===== config.mk =====
export PLATFORM = sky130hd
export DESIGN_NAME = led_group_sequencer
export DESIGN_NICKNAME = d
export VERILOG_FILES = /design/src/rtl/led_group_sequencer.sv
export SDC_FILE = /design/constraint.sdc
export NUM_CORES = 1
export LEC_CHECK = 0
export ABC_AREA = 1
export CORE_MARGIN = 3
export CORE_UTILIZATION = 45
export DETAILED_ROUTE_END_ITERATION = 10
export GPL_TIMING_DRIVEN = 0
export PLACE_DENSITY = 0.79
export SYNTH_ARGS = -nofsm -noshare
export SYNTH_HDL_FRONTEND = slang
export SYNTH_SLANG_ARGS = --single-unit

===== constraint.sdc =====
create_clock -name clk -period 1.5 [get_ports clk]
set_input_delay 0.15 -clock clk [delete_from_list [all_inputs] [get_ports clk]]
set_output_delay 0.15 -clock clk [all_outputs]
set_load 0.1 [all_outputs]

===== src/rtl/led_group_sequencer.sv =====
// led_group_sequencer: steps a lit-group mask across GROUPS groups of GW LEDs.
// Rev 1.0 - hold / rotate-left / rotate-right / bounce modes with prescaled stepping.
`default_nettype none

module led_group_sequencer #(
  parameter int GROUPS = 4,
  parameter int GW     = 4,
  parameter int DIV    = 4
) (
  input  logic                 clk,
  input  logic                 rst,
  input  logic                 en,
  input  logic                 load,
  input  logic [GROUPS-1:0]    mask_in,
  input  logic [1:0]           mode,
  input  logic [GW-1:0]        patt,
  output logic [GROUPS*GW-1:0] out,
  output logic                 step,
  output logic [7:0]           step_cnt
);

  localparam int CW = (DIV > 1) ? $clog2(DIV) : 1;
  localparam logic [CW-1:0] CNT_LAST = CW'(DIV - 1);

  localparam logic [1:0] MODE_HOLD  = 2'b00;
  localparam logic [1:0] MODE_LEFT  = 2'b01;
  localparam logic [1:0] MODE_RIGHT = 2'b10;
  localparam logic [1:0] MODE_BNC   = 2'b11;

  typedef enum logic {
    DIR_RIGHT = 1'b0,
    DIR_LEFT  = 1'b1
  } dir_t;

  logic [GROUPS-1:0] mask, mask_nxt;
  dir_t              dir, dir_nxt;
  logic [CW-1:0]     div_cnt, div_cnt_nxt;
  logic              step_nxt;
  logic [7:0]        step_cnt_nxt;
  logic              tick;

  always_ff @(posedge clk or posedge rst) begin
    if (rst) begin
      mask     <= {1'b1, {(GROUPS-1){1'b0}}};
      dir      <= DIR_RIGHT;
      div_cnt  <= '0;
      step     <= 1'b0;
      step_cnt <= 8'd0;
    end else begin
      mask     <= mask_nxt;
      dir      <= dir_nxt;
      div_cnt  <= div_cnt_nxt;
      step     <= step_nxt;
      step_cnt <= step_cnt_nxt;
    end
  end

  always_comb begin
    mask_nxt     = mask;
    dir_nxt      = dir;
    div_cnt_nxt  = div_cnt;
    step_nxt     = 1'b0;
    step_cnt_nxt = step_cnt;
    tick         = 1'b0;

    if (load) begin
      mask_nxt    = mask_in;
      div_cnt_nxt = '0;
      dir_nxt     = DIR_RIGHT;
    end else begin
      if (mode == MODE_HOLD) begin
        div_cnt_nxt = '0;
      end else if (en) begin
        if (div_cnt == CNT_LAST) begin
          div_cnt_nxt = '0;
          tick        = 1'b1;
        end else begin
          div_cnt_nxt = div_cnt + 1'b1;
        end
      end

      if (tick) begin
        step_nxt     = 1'b1;
        step_cnt_nxt = step_cnt + 8'd1;
        case (mode)
          MODE_LEFT:  mask_nxt = {mask[GROUPS-2:0], mask[GROUPS-1]};
          MODE_RIGHT: mask_nxt = {mask[0], mask[GROUPS-1:1]};
          MODE_BNC: begin
            // Both end groups lit: nowhere to move, so the mask is frozen.
            if (mask[0] && mask[GROUPS-1]) begin
              mask_nxt = mask;
            end else if (dir == DIR_RIGHT) begin
              if (mask[0]) begin
                dir_nxt  = DIR_LEFT;
                mask_nxt = mask << 1;
              end else begin
                mask_nxt = mask >> 1;
              end
            end else begin
              if (mask[GROUPS-1]) begin
                dir_nxt  = DIR_RIGHT;
                mask_nxt = mask >> 1;
              end else begin
                mask_nxt = mask << 1;
              end
            end
          end
          default: mask_nxt = mask;
        endcase
      end
    end
  end

  for (genvar g = 0; g < GROUPS; g++) begin : g_grp
    assign out[g*GW +: GW] = mask[g] ? patt : '0;
  end

endmodule

`default_nettype wire

==> results of run 1 <==
==> worst min path at each step <==
stage	startpoint	to	slack, ps
6_report	rst	step$_DFF_PP0_	230
5_1_grt	mode[1]	div_cnt[0]$_DFFE_PP0P_	260
4_1_cts	rst	step$_DFF_PP0_	240
3_5_place_dp	step_cnt[2]$_DFFE_PP0P_	step_cnt[2]$_DFFE_PP0P_	500
3_3_place_gp	step_cnt[2]$_DFFE_PP0P_	step_cnt[2]$_DFFE_PP0P_	500
2_1_floorplan	rst	dir$_DFFE_PP0P_	60
==> what timing repair did <==
item	in CTS	in global routing
hold buffers	0	0
gates resized for setup	121	8
buffers inserted	0	5
setup endpoints to repair	25	21
pin swaps	0	1
==> per-stage QoR <==
stage | TNS, ps | total power [uW]
floorplan | 0 | 964
global placement | -11000 | 1120
global route | -70.1 | 1490
finish | 0 | 1420
detailed placement | -11350 | 1130
CTS | 0 | 1410
==> per-layer routing <==
metal	part of all wire [%]	up-vias
met5	0	-
met3	7.9	4
met2	48	54
met4	1.0	0
met1	42	576
li1	-	627
==> worst max-delay path: stages (launching register included) <==
cell and delay [ps]:
dfrtp_1 470, nand2_1 90, inv_1 50, buf_2 410
==> cell type report <==
class	instances	share of cell area, %
buffer	3	1.47
clock buffer	4	2.24
inverter	34	7.89
multi-input combinational	124	35.9
sequential	16	25.4
tap	28	2.17
timing repair buffer	42	24.9
==> power by group through the flow <==
stage / clock network [uW] / registers [uW] / logic (uW)
6_report: 291 / 501 / 629
3_5_place_dp: 0 / 502 / 631
4_1_cts: 304 / 505 / 603
2_1_floorplan: 0 / 514 / 450
3_3_place_gp: 0 / 500 / 620
5_1_grt: 320 / 505 / 667
==> flip-flops by register name (all words and copies together) (netlist names) <==
register / count
mask: 4
dir: 1
step: 1
div_cnt: 2
step_cnt: 8
==> kinds of logic after synthesis <==
family / count (synthesis)
simple gates: 110
xor+xnor: 4
flops: 16
buf+inv: 38
fa+ha+maj: 2
compound gates: 8
==> cell usage after synthesis (2+ instances only) <==
cell type  number
o21ai_0         5
xor2_1          2
ha_1            2
inv_2           2
nor3_1          2
nand3_1        15
buf_2           2
inv_1          32
xnor2_1         2
dfrtp_1        15
nand4_1         3
nand2_2         2
nor2_1         13
nand2_1        71
==> qor.txt, run 1 <==
Synth area leaders - dfrtp_1 (33%), nand2_1 (23%), inv_1 (11%)
pre-CTS WS - -646 ps
Power Density - 879 mW/mm2
post-synth net total - 194
Post-Synth Simple-Gate Area - 41.5%
Comb power frac - 44.3%
R2R cell count - 6
Core ar. - 0.00230 mm2
I/O Buffers - 37
top_reg_cell synth - dfrtp_1
CTS Buf Count - 3
clk_skew - 4.81 ps
final instance area - 0.00162 mm2
Clock power frac - 20.5%
synthesized area per cell - 6.40 um2
Setup-failing EPs final - 0
total gr overflow - 0
Yosys reg bits - 16
crit path kind - flip-flop to primary output
post-synthesis xor/xnor area fraction - 3.08%
Routed WL - 2970 um
Seq/Total Area, Yosys - 35.3%
Fin Hold WS - 230 ps
Arr. time, crit path - 1300 ps
post-DP HPWL - 2260 um
area grow syn2layout - 42.0%
Post-synth EDFFs - 0
Worst R2R Start - mask[3]$_DFFE_PP1P_
initial core utilization - 49.6%
Ant. Diodes - 0
switching power - 652 uW
DRT antenna net count - 0
Max Fclk - 0.689 GHz
Setup crit end - out[6]
Post-Synth Adder-Cell Area - 2.20%
root buf cell - clkbuf_4
crit share post-route - 96.7%
grt met2 use - 30.7%
share of flip-flops with an asynchronous set or reset - 100%
met1 Use GR - 24.8%
first-pass GRT wire length - 4870 um
DP Cell Count - 243
Final Critical Period - 1450 ps
status - complete, no violations
Reg-to-Reg End - mask[0]$_DFFE_PP0P_
Int Pwr - 769 uW
via count - 1261
Residual DRC - 0
clk_lat worst skew - 290 ps
Seq. cell area - 410 um2
Gate Count Post-Synth - 178
CP Launch Type - flip-flop
GP Congestion - 0.837
Max VDD drop - 0.000891 V
largest net degree at the start of global routing - 17
Worst-path clk slew - 100 ps
# rows - 17
Avg Vias per Cell - 5.02
vias in the first global route - 1100
setup ws final - 49.3 ps
top cell type by total area after synthesis - dfrtp_1
Crit Path Max Fanout - 6
mapped cell area - 0.00114 mm2
CTS tree - yes
detailed router's first-iteration violation count - 43
Clock Sinks - 16
sw frac - 45.9%
Nets - 240
largest family of logic cells by synthesized area - simple AND/OR/NAND/NOR gates
Pre-Repair DR Iteration Count - 4
initial antenna violation count - 0
htree depth - 1
sequential share of power - 35.3%
Post-DP Area - 0.00155 mm2
post-synthesis mux area share - 0%
Fillers - 209
YS warnings - 0
commonest non-fill, non-tap cells in the layout - nand2_1 (71), inv_1 (32), nand3_1 (15)
final hold violations - 0
max-slew violations - 0
leakage power - 0.000950 uW
die footprint - 0.00317 mm2
CTS max path bufs - 2
WP data required - 1350 ps
Max Cap Viol - 0
DIE WIDTH - 56.3 um
crit end category - primary output
Distinct cells, synth - 24
die height - 56.3 um
area of the multi-input gates - 581 um2
global-route met3 utilization - 5.75%
Hold Crit Class - input port to async pin
compound-gate portion of the synthesized area - 4.18%
DR WL/cell - 11.8 um
global route hottest layer - met2
launch point of the critical path - mask[1]$_DFFE_PP0P_
Post-Layout Cell Count - 251
fin util - 70.4%
Least-Margin Pin Slew - 610 ps
leading cell type in the layout, fill and taps excluded - nand2_1
io pins - 39
Synth top area share - 33.0%
share of layout cells above drive strength 1 - 23.3%
GRT Total Usage - 19.0%
reg2reg setup slack - 80 ps
Worst slew margin - 59.3%
No activity file was read; power rests on OpenSTA's default activity.
==> run 2: changes to the inputs <==
Settings changed: CORE_ASPECT_RATIO set to 1.25, MAX_ROUTING_LAYER set to met4.
==> run 2 against run 1 <==
Setup slack improved by 6.9 ps. Die area increased by 0.12%. Clock power decreased by 2%. Global-route usage increased by 0.073 points.
==> qor.txt, run 2 (synthesized netlist as in run 1, its figures left out) <==
commonest non-fill, non-tap cells in the layout - nand2_1 (71), inv_1 (32), nand3_1 (15)
Largest register FFs - 8 (unchanged)
CTS tree - yes
switching power - 641 uW (-1.7%)
die footprint - 0.00317 mm2 (+0.12%)
clk_skew - 2.75 ps (-2.06 ps)
DR WL/cell - 10.9 um (-7.9%)
Fillers - 189 (-9.6%)
Avg Vias per Cell - 4.83 (-3.8%)
leading cell type in the layout, fill and taps excluded - nand2_1
area grow syn2layout - 44.5%
vias in the first global route - 1150 (+4.5%)
slowest CP cell - clkdlybuf4s15_2
Comb power frac - 44.7% (+0.4 points)
Final Critical Period - 1440 ps (-6.86 ps)
initial antenna violation count - 0 (unchanged)
Post-CTS Hold Fix Bufs - 0 (unchanged)
post-DP HPWL - 2080 um (-8.1%)
Post-DP Area - 0.00156 mm2 (+0.24%)
sw frac - 45.1% (-0.79 points)
CTS max path bufs - 2 (unchanged)
critical path, cell by cell - clkdlybuf4s15_2
max-slew violations - 0 (unchanged)
top flop regs - step_cnt (8), mask (4), div_cnt (2)
die height - 62.2 um (+11%)
CTS Buf Count - 3 (unchanged)
leakage power - 0.000947 uW (-0.30%)
htree depth - 1 (unchanged)
Post-Layout Cell Count - 254 (+1.2%)
Critical Path Max Stage Delay - 580 ps (+110 ps)
crit share post-route - 96.3% (-0.46 points)
Crit Path Max Fanout - 5 (-1)
GP Congestion - 0.863 (+3.0%)
Max Fclk - 0.693 GHz (+0.47%)
Hold Crit Class - input port to async pin
Int Pwr - 780 uW (+1.5%)
via count - 1227 (-2.7%)
Biggest register - step_cnt
Setup-failing EPs final - 0 (unchanged)
final hold violations - 0 (unchanged)
CP Launch Type - flip-flop
initial core utilization - 49.4% (-0.19 points)
DIE WIDTH - 51.0 um (-9.4%)
Nets - 240 (unchanged)
I/O Buffers - 37 (unchanged)
Routed WL - 2770 um (-6.8%)
Clock power frac - 20.1% (-0.4 points)
root buf cell - clkbuf_4
crit path kind - flip-flop to primary output
Least-Margin Pin Slew - 573 ps (-36.5 ps)
Worst slew margin - 61.8% (+2.4 points)
first-pass GRT wire length - 4610 um (-5.4%)
GRT Total Usage - 19.1% (+0.073 points)
Max Cap Viol - 0 (unchanged)
Residual DRC - 0 (unchanged)
io pins - 39 (unchanged)
crit end category - primary output
DP Cell Count - 246 (+1.2%)
detailed router's first-iteration violation count - 41 (-4.7%)
Max VDD drop - 0.000729 V (-18%)
largest net degree at the start of global routing - 17 (unchanged)
total gr overflow - 0 (unchanged)
Fin Hold WS - 199 ps (-31.3 ps)
# rows - 19 (+2)
crit-path leading delay family - buffers and inverters
clk_lat worst skew - 300 ps (about the same)
Pre-Repair DR Iteration Count - 4 (unchanged)
DRT antenna net count - 0 (unchanged)
final instance area - 0.00165 mm2 (+1.8%)
sequential share of power - 35.2% (about the same)
status - complete, no violations
WP buf/inv - 1 (-1)
Ant. Diodes - 0 (unchanged)
share of layout cells above drive strength 1 - 23.8% (+0.45 points)
Worst-path clk slew - 90 ps (about the same)
Arr. time, crit path - 1290 ps (about the same)
WP data required - 1350 ps (about the same)
Power Density - 864 mW/mm2 (-1.7%)
Core ar. - 0.00231 mm2 (+0.38%)
Clock Sinks - 16 (unchanged)
==> run 2: area by class of cell <==
cell class                      instances  area [um2]  share of cell area [%]
Buffer                                  3        23.8                    1.44
Tap cell                               31        38.8                    2.36
Inverter                               34         128                    7.76
Multi-Input combinational cell        124         581                    35.3
Sequential cell                        16         410                    24.9
Timing Repair Buffer                   42         428                    26.0
Clock buffer                            4        36.3                    2.21
==> run 2: path summary, 6_finish.rpt <==
check	startpoint	endpoint	slack (ps)	cells after the start
setup reg to reg	div_cnt[0]$_DFFE_PP0P_	step_cnt[0]$_DFFE_PP0P_	120	5
min in group clk	mode[1]	div_cnt[0]$_DFFE_PP0P_	250	3
setup / recovery	step_cnt[4]$_DFFE_PP0P_	step_cnt[4]	60	1
hold / removal	rst	div_cnt[1]$_DFFE_PP0P_	200	2
max in group asynchronous	rst	step_cnt[0]$_DFFE_PP0P_	890	2
hold reg to reg	step_cnt[2]$_DFFE_PP0P_	step_cnt[2]$_DFFE_PP0P_	520	1
==> run 2: power groups by stage <==
stage | clock, uW | combinational (uW) | sequential (uW)
2_1_floorplan | 0 | 450 | 514
3_3_place_gp | 0 | 620 | 499
3_5_place_dp | 0 | 626 | 500
4_1_cts | 299 | 599 | 503
5_1_grt | 320 | 676 | 505
6_report | 286 | 635 | 500
==> run 2: timing repair <==
| item | CTS | global route |
|---|---|---|
| buffers inserted | 0 | 5 |
| resized for setup | 120 | 12 |
| endpoints found under the hold margin | 0 | 0 |
| pin swaps | 0 | 1 |
| endpoints found under the setup margin | 25 | 22 |
==> run 2: metrics by stage <==
stage	utilization, %	setup WS, ps	total power (uW)	TNS, ps
final	71.4	56.2	1420	0
after global routing	71.4	-0.487	1500	-0.487
after CTS	67.6	3.52	1400	0
after detailed placement	67.5	-595	1130	-11400
after global placement	67.5	-584	1120	-11120
after floorplan	-	47.5	964	0
==> run 2: routing by layer <==
layer	GRT usage, %	vias up	share of wire (%)
li1	-	626	-
met1	21.4	549	40
met2	30.5	47	50
met3	3.83	5	7.0
met4	11.8	0	2.2
met5	-	-	0
